### src/rtl/apple_spawn_ctrl_pkg.sv
// Shared constants, state encoding and cell/pixel helpers for the apple spawner.
// Optional feature macro: APPLE_LINEAR_SCAN_EN (row-major scan fallback and board-full detection).
package apple_spawn_ctrl_pkg;

   localparam int CELL   = 10;
   localparam int GRID_W = 64;
   localparam int GRID_H = 48;

   localparam int CX_W = 6;
   localparam int CY_W = 6;
   localparam int PX_W = 10;
   localparam int PY_W = 9;

   localparam logic [3:0]      MAX_TRIES  = 4'd8;
   localparam logic [CX_W-1:0] LAST_COL   = 6'd63;
   localparam logic [CY_W-1:0] LAST_ROW   = 6'd47;
   localparam logic [11:0]     SCAN_CELLS = 12'd3072;
   localparam logic [PX_W-1:0] CENTRE_X   = 10'd320;
   localparam logic [PY_W-1:0] CENTRE_Y   = 9'd240;

   typedef enum logic [2:0] {
      ST_IDLE   = 3'd0,
      ST_DRAW   = 3'd1,
      ST_CHECK  = 3'd2,
      ST_COMMIT = 3'd3,
      ST_SCAN   = 3'd4,
      ST_FULL   = 3'd5
   } state_e;

   // Six random bits cover 0..63; rows 48..63 fold back onto 0..15.
   function automatic logic [CY_W-1:0] fold_row(input logic [CY_W-1:0] ry);
      return (ry >= 6'd48) ? (ry - 6'd48) : ry;
   endfunction

   // x * 10 as x*8 + x*2, no multiplier needed.
   function automatic logic [PX_W-1:0] scale_x(input logic [CX_W-1:0] c);
      return ({4'd0, c} << 3) + ({4'd0, c} << 1);
   endfunction

   function automatic logic [PY_W-1:0] scale_y(input logic [CY_W-1:0] c);
      return ({3'd0, c} << 3) + ({3'd0, c} << 1);
   endfunction

endpackage

### src/rtl/apple_spawn_ctrl_if.sv
// Occupancy query handshake between the apple spawner (master) and the snake body tracker (slave).
interface apple_spawn_ctrl_if;
   logic       occ_req;
   logic [5:0] occ_cx;
   logic [5:0] occ_cy;
   logic       occ_ack;
   logic       occ_hit;

   modport master (output occ_req, output occ_cx, output occ_cy,
                   input  occ_ack, input  occ_hit);
   modport slave  (input  occ_req, input  occ_cx, input  occ_cy,
                   output occ_ack, output occ_hit);
endinterface

### src/rtl/apple_cell_map.sv
// Combinational mapping: random word -> candidate grid cell, and grid cell -> pixel position.
module apple_cell_map
   import apple_spawn_ctrl_pkg::*;
(
   input  logic [11:0]     rnd_i,
   input  logic [CX_W-1:0] cx_i,
   input  logic [CY_W-1:0] cy_i,
   output logic [CX_W-1:0] draw_cx_o,
   output logic [CY_W-1:0] draw_cy_o,
   output logic [PX_W-1:0] pix_x_o,
   output logic [PY_W-1:0] pix_y_o
);

   assign draw_cx_o = rnd_i[5:0];
   assign draw_cy_o = fold_row(rnd_i[11:6]);
   assign pix_x_o   = scale_x(cx_i);
   assign pix_y_o   = scale_y(cy_i);

endmodule

### src/rtl/apple_spawn_ctrl.sv
// Apple placement sequencer: draws random cells, queries occupancy, commits a free cell.
// Optional feature macro: APPLE_LINEAR_SCAN_EN -- after MAX_TRIES hits, scan the grid
// row-major and raise board_full when every cell is occupied. Without it, draws retry forever.
module apple_spawn_ctrl
   import apple_spawn_ctrl_pkg::*;
(
   input  logic                     clk,
   input  logic                     reset_n,
   input  logic [15:0]              rnd,
   input  logic                     start_evt,
   input  logic                     eat_evt,
   apple_spawn_ctrl_if.master       occ,
   output logic [PX_W-1:0]          apple_x,
   output logic [PY_W-1:0]          apple_y,
   output logic                     apple_valid,
   output logic                     spawn_done,
   output logic                     board_full
);

   state_e          state_q;
   logic [CX_W-1:0] cx_q;
   logic [CY_W-1:0] cy_q;
   logic [3:0]      tries_q;
   logic            occ_req_q;
   logic [PX_W-1:0] apple_x_q;
   logic [PY_W-1:0] apple_y_q;
   logic            apple_valid_q;
   logic            spawn_done_q;

   logic [CX_W-1:0] draw_cx_s;
   logic [CY_W-1:0] draw_cy_s;
   logic [PX_W-1:0] pix_x_s;
   logic [PY_W-1:0] pix_y_s;
   logic            unused_rnd_s;

`ifdef APPLE_LINEAR_SCAN_EN
   logic            scan_q;
   logic [11:0]     scan_cnt_q;
   logic            board_full_q;
`endif

   // Only 12 random bits are needed for a cell draw.
   assign unused_rnd_s = ^rnd[15:12];

   apple_cell_map u_map (
      .rnd_i     (rnd[11:0]),
      .cx_i      (cx_q),
      .cy_i      (cy_q),
      .draw_cx_o (draw_cx_s),
      .draw_cy_o (draw_cy_s),
      .pix_x_o   (pix_x_s),
      .pix_y_o   (pix_y_s)
   );

   // Spawn FSM with all outputs registered; a late start_evt overrides any in-flight state.
   always_ff @(posedge clk) begin
      if (!reset_n) begin
         state_q       <= ST_IDLE;
         cx_q          <= 6'd0;
         cy_q          <= 6'd0;
         tries_q       <= 4'd0;
         occ_req_q     <= 1'b0;
         apple_x_q     <= CENTRE_X;
         apple_y_q     <= CENTRE_Y;
         apple_valid_q <= 1'b1;
         spawn_done_q  <= 1'b0;
`ifdef APPLE_LINEAR_SCAN_EN
         scan_q        <= 1'b0;
         scan_cnt_q    <= 12'd0;
         board_full_q  <= 1'b0;
`endif
      end else begin
         spawn_done_q <= 1'b0;
         case (state_q)
            ST_IDLE: begin
               if (start_evt || eat_evt) begin
                  state_q       <= ST_DRAW;
                  apple_valid_q <= 1'b0;
                  tries_q       <= 4'd0;
               end
            end
            ST_DRAW: begin
               cx_q      <= draw_cx_s;
               cy_q      <= draw_cy_s;
               occ_req_q <= 1'b1;
               state_q   <= ST_CHECK;
            end
            ST_CHECK: begin
               if (occ.occ_ack) begin
                  occ_req_q <= 1'b0;
                  if (!occ.occ_hit) begin
                     // Pixel scale of the held candidate is ready now, so commit lands next cycle.
                     apple_x_q     <= pix_x_s;
                     apple_y_q     <= pix_y_s;
                     apple_valid_q <= 1'b1;
                     spawn_done_q  <= 1'b1;
                     state_q       <= ST_COMMIT;
`ifdef APPLE_LINEAR_SCAN_EN
                  end else if (scan_q) begin
                     if (scan_cnt_q == SCAN_CELLS) begin
                        board_full_q  <= 1'b1;
                        apple_valid_q <= 1'b0;
                        state_q       <= ST_FULL;
                     end else begin
                        state_q <= ST_SCAN;
                     end
`endif
                  end else if ((tries_q + 4'd1) < MAX_TRIES) begin
                     tries_q <= tries_q + 4'd1;
                     state_q <= ST_DRAW;
                  end else begin
`ifdef APPLE_LINEAR_SCAN_EN
                     scan_q     <= 1'b1;
                     scan_cnt_q <= 12'd0;
                     state_q    <= ST_SCAN;
`else
                     tries_q <= 4'd0;
                     state_q <= ST_DRAW;
`endif
                  end
               end
            end
            ST_COMMIT: begin
               state_q <= ST_IDLE;
            end
`ifdef APPLE_LINEAR_SCAN_EN
            ST_SCAN: begin
               // Advance one cell row-major, wrapping the last cell back to (0,0).
               if (cx_q == LAST_COL) begin
                  cx_q <= 6'd0;
                  cy_q <= (cy_q == LAST_ROW) ? 6'd0 : (cy_q + 6'd1);
               end else begin
                  cx_q <= cx_q + 6'd1;
               end
               scan_cnt_q <= scan_cnt_q + 12'd1;
               occ_req_q  <= 1'b1;
               state_q    <= ST_CHECK;
            end
            ST_FULL: begin
               state_q <= ST_FULL;
            end
`endif
            default: begin
               state_q   <= ST_IDLE;
               occ_req_q <= 1'b0;
            end
         endcase

         if (start_evt && (state_q != ST_IDLE)) begin
            state_q       <= ST_DRAW;
            tries_q       <= 4'd0;
            occ_req_q     <= 1'b0;
            apple_valid_q <= 1'b0;
            spawn_done_q  <= 1'b0;
`ifdef APPLE_LINEAR_SCAN_EN
            scan_q        <= 1'b0;
            board_full_q  <= 1'b0;
`endif
         end
      end
   end

   assign occ.occ_req = occ_req_q;
   assign occ.occ_cx  = cx_q;
   assign occ.occ_cy  = cy_q;
   assign apple_x     = apple_x_q;
   assign apple_y     = apple_y_q;
   assign apple_valid = apple_valid_q;
   assign spawn_done  = spawn_done_q;
`ifdef APPLE_LINEAR_SCAN_EN
   assign board_full  = board_full_q;
`else
   assign board_full  = 1'b0;
`endif

endmodule

### src/flat_wrapper.sv
// flat-port wrapper written by rule: the top's interface ports become plain ports
module apple_spawn_ctrl_flat import apple_spawn_ctrl_pkg::*;
  (clk, reset_n, rnd, start_evt, eat_evt, apple_x, apple_y, apple_valid, spawn_done, board_full, occ_occ_req, occ_occ_cx, occ_occ_cy, occ_occ_ack, occ_occ_hit);
  apple_spawn_ctrl_if occ_i ();
  input  logic clk;
  input  logic reset_n;
  input  logic [15:0] rnd;
  input  logic start_evt;
  input  logic eat_evt;
  output logic [PX_W-1:0] apple_x;
  output logic [PY_W-1:0] apple_y;
  output logic apple_valid;
  output logic spawn_done;
  output logic board_full;
  output wire logic [$bits(occ_i.occ_req)-1:0] occ_occ_req;
  output wire logic [$bits(occ_i.occ_cx)-1:0] occ_occ_cx;
  output wire logic [$bits(occ_i.occ_cy)-1:0] occ_occ_cy;
  input wire logic [$bits(occ_i.occ_ack)-1:0] occ_occ_ack;
  input wire logic [$bits(occ_i.occ_hit)-1:0] occ_occ_hit;
  assign occ_occ_req = occ_i.occ_req;
  assign occ_occ_cx = occ_i.occ_cx;
  assign occ_occ_cy = occ_i.occ_cy;
  assign occ_i.occ_ack = occ_occ_ack;
  assign occ_i.occ_hit = occ_occ_hit;
  apple_spawn_ctrl u_core (.clk(clk), .reset_n(reset_n), .rnd(rnd), .start_evt(start_evt), .eat_evt(eat_evt), .occ(occ_i), .apple_x(apple_x), .apple_y(apple_y), .apple_valid(apple_valid), .spawn_done(spawn_done), .board_full(board_full));
endmodule
### config.mk
export PLATFORM = sky130hd
export DESIGN_NAME = apple_spawn_ctrl_flat
export DESIGN_NICKNAME = d
export VERILOG_FILES = /design/src/rtl/apple_spawn_ctrl_pkg.sv /design/src/rtl/apple_spawn_ctrl_if.sv /design/src/rtl/apple_cell_map.sv /design/src/rtl/apple_spawn_ctrl.sv /design/src/flat_wrapper.sv
export SDC_FILE = /design/constraint.sdc
export NUM_CORES = 1
export LEC_CHECK = 0
export BUFFER_PORTS_ARGS = -buffer_cell sky130_fd_sc_hd__buf_2
export CORE_UTILIZATION = 50
export DETAILED_ROUTE_END_ITERATION = 8
export PLACE_DENSITY = 0.78
export SYNTH_ARGS = -nofsm -noshare
export SYNTH_HDL_FRONTEND = slang
export SYNTH_SLANG_ARGS = --single-unit
### constraint.sdc
create_clock -name clk -period 2.15 [get_ports clk]
set_input_delay 0.43 -clock clk [delete_from_list [all_inputs] [get_ports clk]]
set_output_delay 0.43 -clock clk [all_outputs]
set_load 0.01 [all_outputs]
==> results.sh <==
export IMPL_crit_path_start_kind="flip-flop"
export IMPL_p_sw_share_pct=36.0
export IMPL_gr_max_usage_layer="met2"
export IMPL_slew_viol_final=0
export IMPL_power_internal_mw=1.23
export IMPL_path_max_fanout=13
export IMPL_syn_cell_area_mm2=0.00183
export IMPL_grtUsageMet1_pct=22.6
export IMPL_ant_nets=0
export IMPL_clock_latency_ns=0.34
export IMPL_io_pins=57
export IMPL_dpl_hpwl_mm=2.47
export IMPL_hold_depth=3
export IMPL_n_antenna_cell=0
export IMPL_cts_tree="done"
export IMPL_fin_tns_setup_ns=0
export IMPL_clk_root_buffer_cell="clkbuf_4"
export IMPL_finalSetupViolCount=0
export IMPL_nets=280
export IMPL_ys_seq_elements=34
export IMPL_yosys_warnings=0
export IMPL_grt_pass1_wl_mm=5.93
export IMPL_grtUsageMet3_pct=5.84
export IMPL_drt_iter0_markers=53
export IMPL_syn_instance_count=200
export IMPL_powerDensity_mw_per_mm2=909
export IMPL_drive_above_1_share_pct=25.8
export IMPL_hold_viol=0
export IMPL_rsz0062_at_grt="no"
export IMPL_end_kind="flip-flop"
export IMPL_min_period_ns=1.85
export IMPL_wl_per_cell_um=11.7
export IMPL_via_per_inst=5.12
export IMPL_fin_crit_sh_pct=85.9
export IMPL_p_switching_mw=0.691
export IMPL_pwr_share_clk_pct=19.4
export IMPL_first_pass_iters=4
export IMPL_placementRows=21
export IMPL_final_cell_area_mm2=0.00212
export IMPL_routed_wl_mm=3.38
export IMPL_max_cap_viol_count=0
export IMPL_grt_start_max_net_pins=37
export IMPL_p_seq_share_pct=42.7
export IMPL_path_clk_slew_ns=0.10
export IMPL_io_buffers=49
export IMPL_regArea_um2=681
export IMPL_fmax_mhz=542
export IMPL_r2r_setup_slack_ns=0.30
export IMPL_hold_end="u_core.occ.occ_cx[3]$_SDFFE_PN0P_"
export IMPL_total_power_mw=1.92
export IMPL_multi_input_area_mm2=0.00101
export IMPL_cts_sinks=34
export IMPL_die_height_um=62.5
export IMPL_vias=1484
export IMPL_start_util_pct=53.5
export IMPL_cts_buffers=5
export IMPL_path_class="flip-flop to flip-flop"
export IMPL_holdWs_ns=0.340
export IMPL_required_ns=2.42
export IMPL_cts_buffer_depth=2
export IMPL_post_cts_buffers=0
export IMPL_drc_errors=0
export IMPL_fp_dieArea_mm2=0.00390
export IMPL_hold_class="primary input to flip-flop"
export IMPL_cts_hold_buffers=0
export IMPL_rr_endpoint="u_core.apple_y[1]$_SDFFE_PN0P_"
export IMPL_ir_drop_uv=467
export IMPL_critPathArrivalTime_ns=2.11
export IMPL_placed_area_mm2=0.00206
export IMPL_r2r_start="u_core.state_q[0]$_SDFFE_PN0P_"
export IMPL_worstHoldStart="rnd[3]"
export IMPL_finalWeightedCongestion=0.810
export IMPL_status="completed"
export IMPL_tightest_slew_ns=0.547
export IMPL_skew_ns=0.00443
export IMPL_r2r_cells=6
export IMPL_antenna_found_initial=0
export IMPL_die_w_um=62.5
export IMPL_avgSynthCellArea_um2=9.14
export IMPL_grt_overflow=0
export IMPL_ys_seq_area_share_pct=37.2
export IMPL_fillers=304
export IMPL_power_frac_comb_pct=37.9
export IMPL_synth_cell_type_count=44
export IMPL_cts_max_level=2
export IMPL_area_growth_pct=15.7
export IMPL_use_met2_pct=32.3
export IMPL_grtUsageTotal_pct=19.2
export IMPL_postCtsResizedCells=0
export IMPL_grt_pass1_vias=1353
export IMPL_slew_headroom_pct=63.6
export IMPL_core_area_mm2=0.00342
export IMPL_cellLeakagePower_nw=0.973
## critical path, cell delays in order, from the launching register on
cell	delay, ns
dfxtp_1	0.48
inv_1	0.14
ha_1	0.28
nand3b_1	0.35
buf_4	0.28
nand2_1	0.06
a21boi_0	0.17
## area by class of cell
type / count / area share [%]
inverter: 13 / 2.31
tap: 46 / 2.72
timing repair buffer: 51 / 12.3
clock buffer: 7 / 2.60
multi-input combinational: 138 / 47.7
clock inverter: 1 / 0.237
sequential: 34 / 32.2
## metal layers
layer	part of all wire, %	routed length (µm)
met1	48	1610
met2	46	1540
met3	5.1	171
met4	1.7	56
met5	0	0
## synthesized netlist by cell type, drive strengths merged
master / number / area share (%)
fa: 2 / 2.2
o211a: 2 / 1.1
conb: 1 / 0.21
a211oi: 3 / 1.2
o22ai: 2 / 0.68
and2: 1 / 0.34
nand4b: 1 / 0.48
o311ai: 2 / 0.96
nor3: 1 / 0.27
a21oi: 7 / 1.9
and3: 1 / 0.34
dfxtp: 34 / 37
xnor2: 3 / 1.4
a22o: 1 / 0.96
nand2: 25 / 5.1
o2bb2ai: 1 / 0.48
o211ai: 5 / 2.1
ha: 13 / 8.9
xor2: 1 / 0.48
nor3b: 2 / 0.82
nand2b: 2 / 1.1
nand3: 6 / 1.6
nor2b: 15 / 5.5
a311o: 1 / 0.55
o21a: 2 / 0.82
o21bai: 1 / 0.41
inv: 13 / 2.7
and3b: 1 / 0.55
buf: 11 / 4.1
a21boi: 9 / 3.7
and2b: 1 / 0.48
clkbuf: 6 / 1.2
o31a: 1 / 0.48
a21o: 2 / 0.82
nand3b: 2 / 0.82
nor2: 5 / 1.0
o21ai: 3 / 0.82
mux2i: 11 / 6.0
## worst max path at each step
stage                                      startpoint                        endpoint  slack (ns)
finish                 u_core.state_q[0]$_SDFFE_PN0P_  u_core.apple_y[1]$_SDFFE_PN0P_        0.30
global placement       u_core.state_q[0]$_SDFFE_PN0P_  u_core.apple_x[7]$_SDFFE_PN0P_        0.38
floorplan           u_core.occ.occ_cx[2]$_SDFFE_PN0P_  u_core.apple_x[7]$_SDFFE_PN0P_        0.44
CTS                    u_core.state_q[0]$_SDFFE_PN0P_  u_core.apple_y[1]$_SDFFE_PN0P_        0.29
global route           u_core.state_q[0]$_SDFFE_PN0P_  u_core.apple_y[2]$_SDFFE_PN0P_        0.13
detailed placement     u_core.state_q[0]$_SDFFE_PN0P_  u_core.apple_y[1]$_SDFFE_PN0P_        0.34
## sequential cells by signal (all words and copies together), names as in the netlist
name,cells
u_core.state_q,2
u_core.occ.occ_cx,6
u_core.occ.occ_cy,6
u_core.apple_x,9
u_core.apple_valid,1
u_core.occ.occ_req,1
u_core.spawn_done,1
u_core.apple_y,8
## kinds of logic after synthesis
| kind of cell | synth area share (%) |
|---|---|
| muxes | 6.02 |
| and+or+nand+nor | 18.5 |
| xor gates and xnor gates | 1.92 |
| DFF | 37.2 |
| AOI/OAI and AO/OA | 17.0 |
| buffers and inverters | 8.01 |
| other | 0.205 |
| adders and majority gates | 11.1 |
## through the flow
stage | utilization [%] | std cells | setup WS, ns
4_1_cts | 61.9 | 290 | 0.288
6_report | 61.9 | 290 | 0.303
3_3_place_gp | 60.2 | 282 | 0.382
2_1_floorplan | - | 202 | 0.437
3_5_place_dp | 60.2 | 282 | 0.339
5_1_grt | 61.9 | 290 | 0.125
## cells in the final DEF (no fill, tap or decap), types with 6 or more instances in the layout
master,n
buf_2,49
dfxtp_1,34
nand2_1,25
nor2b_1,14
inv_1,13
ha_1,13
mux2i_1,11
a21boi_0,8
a21oi_1,7
nand3_1,6
## power by group through the flow
stage	logic [mW]	registers [mW]	clock network (mW)
floorplan	0.555	0.840	0
global placement	0.718	0.832	0
detailed placement	0.730	0.834	0
CTS	0.736	0.822	0.378
global route	0.825	0.836	0.418
finish	0.729	0.820	0.373
Power figures use the tool's default switching activity.
